### src/rtl/teclado_digitos_pkg.sv
`default_nettype none
// ============================================================================
// Module      : teclado_digitos_pkg
// Description : Shared lock package. Holds the 20-digit password buffer type,
//               the special key codes, the keypad FSM state encoding and the
//               keypad key-map decoder.
// Revision    : 1.0 - initial release
// ============================================================================
package teclado_digitos_pkg;

  localparam int NUM_DIGITS = 20;

  // digits[0] is the newest nibble and sits in the least significant bits.
  typedef struct packed {
    logic [NUM_DIGITS-1:0][3:0] digits;
  } senhaPac_t;

  localparam logic [3:0] KEY_STAR  = 4'hA;
  localparam logic [3:0] KEY_HASH  = 4'hB;
  localparam logic [3:0] KEY_EMPTY = 4'hF;

  localparam logic [NUM_DIGITS*4-1:0] ALL_EMPTY = '1;

  typedef enum logic [2:0] {
    SCAN     = 3'd0,
    PRESS_DB = 3'd1,
    EMIT     = 3'd2,
    CLEAR    = 3'd3,
    REL_DB   = 3'd4
  } teclado_state_t;

  // Index of the single zero in a one-cold 4-bit vector.
  function automatic logic [1:0] cold_index(input logic [3:0] v);
    logic [1:0] idx;
    idx = 2'd0;
    case (v)
      4'b1110: idx = 2'd0;
      4'b1101: idx = 2'd1;
      4'b1011: idx = 2'd2;
      4'b0111: idx = 2'd3;
      default: idx = 2'd0;
    endcase
    return idx;
  endfunction

  // Returns {valid, code}; the letter column (A-D) decodes as not valid.
  function automatic logic [4:0] decode_key(input logic [1:0] row, input logic [1:0] col);
    logic [4:0] k;
    k = {1'b0, KEY_EMPTY};
    case ({row, col})
      4'h0: k = {1'b1, 4'h1};
      4'h1: k = {1'b1, 4'h2};
      4'h2: k = {1'b1, 4'h3};
      4'h4: k = {1'b1, 4'h4};
      4'h5: k = {1'b1, 4'h5};
      4'h6: k = {1'b1, 4'h6};
      4'h8: k = {1'b1, 4'h7};
      4'h9: k = {1'b1, 4'h8};
      4'hA: k = {1'b1, 4'h9};
      4'hC: k = {1'b1, KEY_STAR};
      4'hD: k = {1'b1, 4'h0};
      4'hE: k = {1'b1, KEY_HASH};
      default: k = {1'b0, KEY_EMPTY};
    endcase
    return k;
  endfunction

endpackage
`default_nettype wire

### src/rtl/teclado_digitos_debounce.sv
`default_nettype none
// ============================================================================
// Module      : teclado_debounce
// Description : Generic stable-level counter. Asserts stable on the CYCLES-th
//               consecutive cycle in which sample is high; any low sample or
//               a restart clears the count.
// Ports       : clk     - system clock
//               rst     - asynchronous active-low reset
//               sample  - level condition being qualified
//               restart - forces the count back to zero
//               stable  - one-cycle indication that the level has held
// Revision    : 1.0 - initial release
// ============================================================================
module teclado_debounce #(
  parameter int CYCLES = 20000
) (
  input  logic clk,
  input  logic rst,
  input  logic sample,
  input  logic restart,
  output logic stable
);

  localparam int            CW   = $clog2(CYCLES + 1);
  localparam logic [CW-1:0] LAST = CW'(CYCLES - 1);

  logic [CW-1:0] count;

  assign stable = sample && !restart && (count == LAST);

  always_ff @(posedge clk or negedge rst) begin
    if (!rst) begin
      count <= '0;
    end else if (restart || !sample || stable) begin
      count <= '0;
    end else begin
      count <= count + CW'(1);
    end
  end

endmodule
`default_nettype wire

### src/rtl/teclado_digitos.sv
`default_nettype none
// ============================================================================
// Module      : teclado_digitos
// Description : 4x4 matrix keypad scanner. Debounces press and release,
//               decodes the key and shifts it into a 20-digit buffer with a
//               one-cycle digitos_valid per accepted key. '*' and '#' clear
//               the buffer one cycle after their pulse.
// Ports       : clk           - system clock
//               rst           - asynchronous active-low reset
//               col_in[3:0]   - keypad columns, active-low, asynchronous
//               row_out[3:0]  - keypad rows, one-cold
//               digitos_value - digit buffer, digits[0] newest
//               digitos_valid - one-cycle pulse, value valid in same cycle
// Options     : TECLADO_TIMEOUT_EN - flush a stale buffer after
//               TIMEOUT_CYCLES idle scan cycles
// Revision    : 1.0 - initial release
// ============================================================================
module teclado_digitos
  import teclado_digitos_pkg::*;
#(
  parameter int SCAN_DIV        = 1000,
  parameter int DEBOUNCE_CYCLES = 20000,
  parameter int TIMEOUT_CYCLES  = 5000000
) (
  input  logic       clk,
  input  logic       rst,
  input  logic [3:0] col_in,
  output logic [3:0] row_out,
  output senhaPac_t  digitos_value,
  output logic       digitos_valid
);

  localparam int               DIV_W    = (SCAN_DIV > 1) ? $clog2(SCAN_DIV) : 1;
  localparam logic [DIV_W-1:0] DIV_LAST = DIV_W'(SCAN_DIV - 1);

  // Out-of-range configurations are flagged by this marker block.
  if (SCAN_DIV < 2 || DEBOUNCE_CYCLES < 2 || TIMEOUT_CYCLES < 1) begin : g_cfg_out_of_range
  end

  teclado_state_t   state, state_next;
  logic [3:0]       col_meta, col_sync;
  logic [3:0]       row_d1, row_d2;
  logic [3:0]       key_row, key_col;
  logic [DIV_W-1:0] div_cnt;
  logic [4:0]       key_dec;
  logic             aligned, press_match, press_mismatch;
  logic             press_stable, rel_stable;
  logic             one_col, is_term, timeout_hit;

  // Two-flop column synchroniser. The row pipeline tracks it so that
  // col_sync is always interpreted against the row that produced it.
  always_ff @(posedge clk or negedge rst) begin
    if (!rst) begin
      col_meta <= KEY_EMPTY;
      col_sync <= KEY_EMPTY;
      row_d1   <= 4'b1110;
      row_d2   <= 4'b1110;
    end else begin
      col_meta <= col_in;
      col_sync <= col_meta;
      row_d1   <= row_out;
      row_d2   <= row_d1;
    end
  end

  // Right after the row is snapped back on detection, col_sync still shows
  // older rows; those cycles are neither matches nor mismatches.
  assign aligned        = (row_d2 == row_out);
  assign press_match    = aligned && (col_sync == key_col);
  assign press_mismatch = aligned && (col_sync != key_col);

  assign key_dec = decode_key(cold_index(key_row), cold_index(key_col));
  assign one_col = ($countones(~key_col) == 1);
  assign is_term = key_dec[4] && ((key_dec[3:0] == KEY_STAR) || (key_dec[3:0] == KEY_HASH));

  teclado_debounce #(.CYCLES(DEBOUNCE_CYCLES)) u_press_db (
    .clk     (clk),
    .rst     (rst),
    .sample  (press_match),
    .restart (state != PRESS_DB),
    .stable  (press_stable)
  );

  teclado_debounce #(.CYCLES(DEBOUNCE_CYCLES)) u_rel_db (
    .clk     (clk),
    .rst     (rst),
    .sample  (col_sync == KEY_EMPTY),
    .restart (state != REL_DB),
    .stable  (rel_stable)
  );

  always_ff @(posedge clk or negedge rst) begin
    if (!rst) begin
      state <= SCAN;
    end else begin
      state <= state_next;
    end
  end

  always_comb begin
    state_next = state;
    case (state)
      SCAN: begin
        if (col_sync != KEY_EMPTY) state_next = PRESS_DB;
      end
      PRESS_DB: begin
        if (press_mismatch)    state_next = SCAN;
        else if (press_stable) state_next = one_col ? EMIT : REL_DB;
      end
      EMIT:    state_next = is_term ? CLEAR : REL_DB;
      CLEAR:   state_next = REL_DB;
      REL_DB: begin
        if (rel_stable) state_next = SCAN;
      end
      default: state_next = SCAN;
    endcase
  end

`ifdef TECLADO_TIMEOUT_EN
  localparam int              TO_W    = $clog2(TIMEOUT_CYCLES + 1);
  localparam logic [TO_W-1:0] TO_LAST = TO_W'(TIMEOUT_CYCLES - 1);

  logic [TO_W-1:0] idle_cnt;
  logic            idle_counting;

  assign idle_counting = (state == SCAN) && (digitos_value != ALL_EMPTY);
  assign timeout_hit   = idle_counting && (idle_cnt == TO_LAST);

  always_ff @(posedge clk or negedge rst) begin
    if (!rst) begin
      idle_cnt <= '0;
    end else if ((state == EMIT) || timeout_hit) begin
      idle_cnt <= '0;
    end else if (idle_counting) begin
      idle_cnt <= idle_cnt + TO_W'(1);
    end
  end
`else
  assign timeout_hit = 1'b0;
`endif

  always_ff @(posedge clk or negedge rst) begin
    if (!rst) begin
      row_out       <= 4'b1110;
      div_cnt       <= '0;
      key_row       <= 4'b1110;
      key_col       <= KEY_EMPTY;
      digitos_value <= ALL_EMPTY;
      digitos_valid <= 1'b0;
    end else begin
      digitos_valid <= 1'b0;
      case (state)
        SCAN: begin
          if (timeout_hit) digitos_value <= ALL_EMPTY;
          if (col_sync != KEY_EMPTY) begin
            // Freeze on the row that actually produced the sampled columns.
            key_row <= row_d2;
            key_col <= col_sync;
            row_out <= row_d2;
            div_cnt <= '0;
          end else if (div_cnt == DIV_LAST) begin
            div_cnt <= '0;
            row_out <= {row_out[2:0], row_out[3]};
          end else begin
            div_cnt <= div_cnt + DIV_W'(1);
          end
        end
        EMIT: begin
          if (key_dec[4]) begin
            digitos_value <= {digitos_value.digits[NUM_DIGITS-2:0], key_dec[3:0]};
            digitos_valid <= 1'b1;
          end
        end
        CLEAR: begin
          digitos_value <= ALL_EMPTY;
        end
        default: begin
        end
      endcase
    end
  end

endmodule
`default_nettype wire

### config.mk
export PLATFORM = sky130hd
export DESIGN_NAME = teclado_digitos
export DESIGN_NICKNAME = d
export VERILOG_FILES = /design/src/rtl/teclado_digitos_pkg.sv /design/src/rtl/teclado_digitos_debounce.sv /design/src/rtl/teclado_digitos.sv
export SDC_FILE = /design/constraint.sdc
export NUM_CORES = 1
export LEC_CHECK = 0
export BUFFER_PORTS_ARGS = -buffer_cell sky130_fd_sc_hd__buf_2
export CORE_ASPECT_RATIO = 1.2
export CORE_MARGIN = 5
export CORE_UTILIZATION = 26
export DETAILED_ROUTE_END_ITERATION = 10
export GPL_TIMING_DRIVEN = 0
export MAX_ROUTING_LAYER = met4
export PLACE_DENSITY = 0.54
export SKIP_CTS_REPAIR_TIMING = 1
export SYNTH_ARGS = -nofsm -noshare
export SYNTH_HDL_FRONTEND = slang
export SYNTH_SLANG_ARGS = --single-unit
### constraint.sdc
create_clock -name clk -period 2.4 [get_ports clk]
set_clock_uncertainty 0.15 [all_clocks]
set_input_delay 0.48 -clock clk [delete_from_list [all_inputs] [get_ports clk]]
set_output_delay 0.48 -clock clk [all_outputs]
set_load 0.01 [all_outputs]
==> flow_metrics.tcl <==
set metrics [dict create \
    ys_seq_area_frac 0.586 \
    gp_congestion 0.784 \
    place_ws_ps -472 \
    rows 64 \
    final_core_util 0.332 \
    drc_errors 0 \
    worstSetupPathType "register to register" \
    hold_end "row_d2[0]" \
    drv_cap 0 \
    swShare 0.363 \
    ys_types 45 \
    cts_root_buf "clkbuf_16" \
    ys_warn_count 0 \
    cts_tree "built" \
    antenna_found_initial 0 \
    use_met3 0.0284 \
    dieArea_um2 29100 \
    hold_start "row_d1[0]" \
    power_density_nw_per_um2 1360 \
    cts.htree.levels 4 \
    p_leak_nw 3.43 \
    cp-end-kind "register" \
    crit_required_ps 2600 \
    synth_edf_count 0 \
    rsz0062_at_grt "yes" \
    ir_drop_v 0.000449 \
    grt_first_pass_wirelength_um 26400 \
    grt_usage 0.115 \
    clkSinkCount 152 \
    cp.arrival_ps 2860 \
    seq_power_share 0.432 \
    port_buffers 90 \
    fin_nets 827 \
    hold_viol_final 0 \
    dpl.hpwl_um 11100 \
    grt-ovfl-total 0 \
    ant_nets 0 \
    clkSlewWorstSetupHoldPaths_ps 70 \
    cts_buffers 17 \
    vias 5228 \
    period_share 1.11 \
    fillers 2625 \
    wl_per_cell_um 13.8 \
    coreArea_um2 25500 \
    p_int_mw 7.31 \
    r2r-end "state[1]" \
    synth_area_per_cell_um2 9.78 \
    n_antenna_cell 0 \
    grt_pass1_vias 5115 \
    status "complete, but fails checks" \
    fin_tns_setup_ps -1510 \
    final_area_um2 8460 \
    viasPerCell 4.54 \
    ys.flop_type "dfstp_2" \
    use_met2 0.182 \
    slew_headroom 0.602 \
    drive_gt1_frac 0.336 \
    wl_um 15800 \
    met1_usage 0.148 \
    violations "setup timing" \
    period_needed_ps 2660 \
    power_mw 11.5 \
    p_clk_frac 0.234 \
    max_freq_mhz 375 \
    hp-class "register to register" \
    clock_path_buffers 2 \
    grt-busiest-layer "met2" \
    syn_area_um2 6710 \
    tightest_slew_ps 592 \
    drv_slew 0 \
    die_w_um 157 \
    final.setup.worst_slack_ps -264 \
    io_pins 91 \
    grt_max_degree 91 \
    whs_path_depth 0 \
    rr_worst_depth 9 \
    ys_seq_elements 152 \
    dr.pass1.iters 4 \
    placed_cell_area_um2 7640 \
    synth_nets 705 \
    finalSetupViolations 46 \
    r2r_start "key_col[1]" \
    p_comb_frac 0.335 \
    clock_latency_ps 430 \
    drtIter0Drc 300 \
    critical_path.max_fanout 4 \
    die_h_um 186 \
    start_util 0.264 \
    switchingPower_mw 4.17 \
    reg2reg_setup_slack_ps -260 \
    worstSetupStartpoint "key_col[1]" \
    syn_to_final_growth_pct 26.1 \
    async_flop_share 1.00 \
    synth_cells 686 \
    critPathLaunchType "register" \
]
==> power by group through the flow <==
stage	clock [mW]	combinational (mW)	sequential, mW
2_1_floorplan	0	2.00	5.12
3_3_place_gp	0	3.61	5.00
5_1_grt	2.89	4.35	5.12
4_1_cts	2.79	3.72	4.97
6_report	2.69	3.84	4.96
3_5_place_dp	0	3.71	5.01
==> Yosys cell counts (7+ instances only) <==
| library cell | instances | area, um2 |
|---|---|---|
| a21oi_1 | 12 | 60.1 |
| and3_1 | 10 | 62.6 |
| buf_2 | 10 | 50.1 |
| clkbuf_1 | 21 | 78.8 |
| dfrtp_1 | 48 | 1200 |
| dfstp_2 | 104 | 2730 |
| ha_1 | 12 | 150 |
| inv_1 | 9 | 33.8 |
| nand2_1 | 120 | 450 |
| nand2b_1 | 7 | 43.8 |
| nand3_1 | 8 | 40.0 |
| nand4_1 | 12 | 75.1 |
| nor2_1 | 121 | 454 |
| nor3_1 | 8 | 40.0 |
| o21ai_0 | 90 | 450 |
| xnor2_1 | 16 | 140 |
| xor2_1 | 20 | 175 |
==> kinds of logic (layout without fill, tap and decap cells) <==
logic type,Yosys count,in the layout,share of synthesized area
AND/OR/NAND/NOR,318,318,0.209
AO/OA/AOI/OAI,121,121,0.0971
multiplexers,5,5,0.00988
XOR/XNOR,36,36,0.0470
buffers and inverters,41,176,0.0254
flip-flops,152,152,0.586
adder cells (fa/ha/maj),13,13,0.0254
==> critical path: stages, from the launching register on <==
cell and delay, ps:
dfstp_2 560, inv_2 60, ha_4 150, mux2_4 260, nand2_4 80, inv_4 50, ha_1 260, mux4_2 500
or3_4 400, a21oi_2 110
==> final cells by class <==
type / count / area [um2] / area share
flip-flops and latches: 152 / 3930 / 0.465
multi-input cells: 493 / 2690 / 0.318
repair buffers: 105 / 614 / 0.0726
clock buffers: 17 / 425 / 0.0503
well taps: 330 / 413 / 0.0488
plain buffers: 30 / 186 / 0.0220
clock inverters: 15 / 165 / 0.0195
inverters: 9 / 36.3 / 0.00429
==> routing by layer <==
metal  wire, um  vias up
met4        176        0
met3        715       11
li1           -     2546
met5          0        -
met2       7620       89
met1       7330     2582
==> sequential cells by signal, indices dropped and copies added, names as in the netlist <==
name,flops
div_cnt,10
digitos_valid,1
digitos_value,80
col_meta,4
row_d1,4
u_rel_db.count,15
key_row,4
key_col,4
u_press_db.count,15
state,3
row_d2,4
col_sync,4
row_out,4
==> per-stage QoR <==
step	hold slack, ps	cells
6_report	193	1151
5_1_grt	211	1151
4_1_cts	-86.3	1139
3_5_place_dp	191	1107
3_3_place_gp	182	1106
2_1_floorplan	34.4	686
==> worst max path at each step <==
stage | depth (start not counted) | slack, ps | end
2_1_floorplan | 11 | -130 | state[1]
3_3_place_gp | 1 | -1650 | u_rel_db.count[10]
3_5_place_dp | 12 | -470 | digitos_value[27]
4_1_cts | 12 | -490 | digitos_value[27]
5_1_grt | 11 | -340 | state[1]
6_report | 9 | -260 | state[1]
==> cells in the final DEF, fill, tap and decap left out, types with 3 or more instances in the layout <==
cell	instances
a21oi_1	12
a31oi_1	5
and2_1	4
and3_1	10
and4_1	4
buf_2	90
buf_4	10
buf_6	5
clkbuf_1	13
clkbuf_16	17
clkbuf_2	4
clkbuf_4	5
clkinvlp_4	4
dfrtp_1	48
dfstp_2	104
dlygate4sd3_1	5
ha_1	10
inv_1	7
inv_6	6
nand2_1	118
nand2b_1	7
nand3_1	8
nand4_1	12
nand4b_1	3
nor2_1	120
nor3_1	8
o21ai_0	90
or2_2	5
or3_1	5
xnor2_1	16
xor2_1	20
Power figures use the tool's default switching activity.
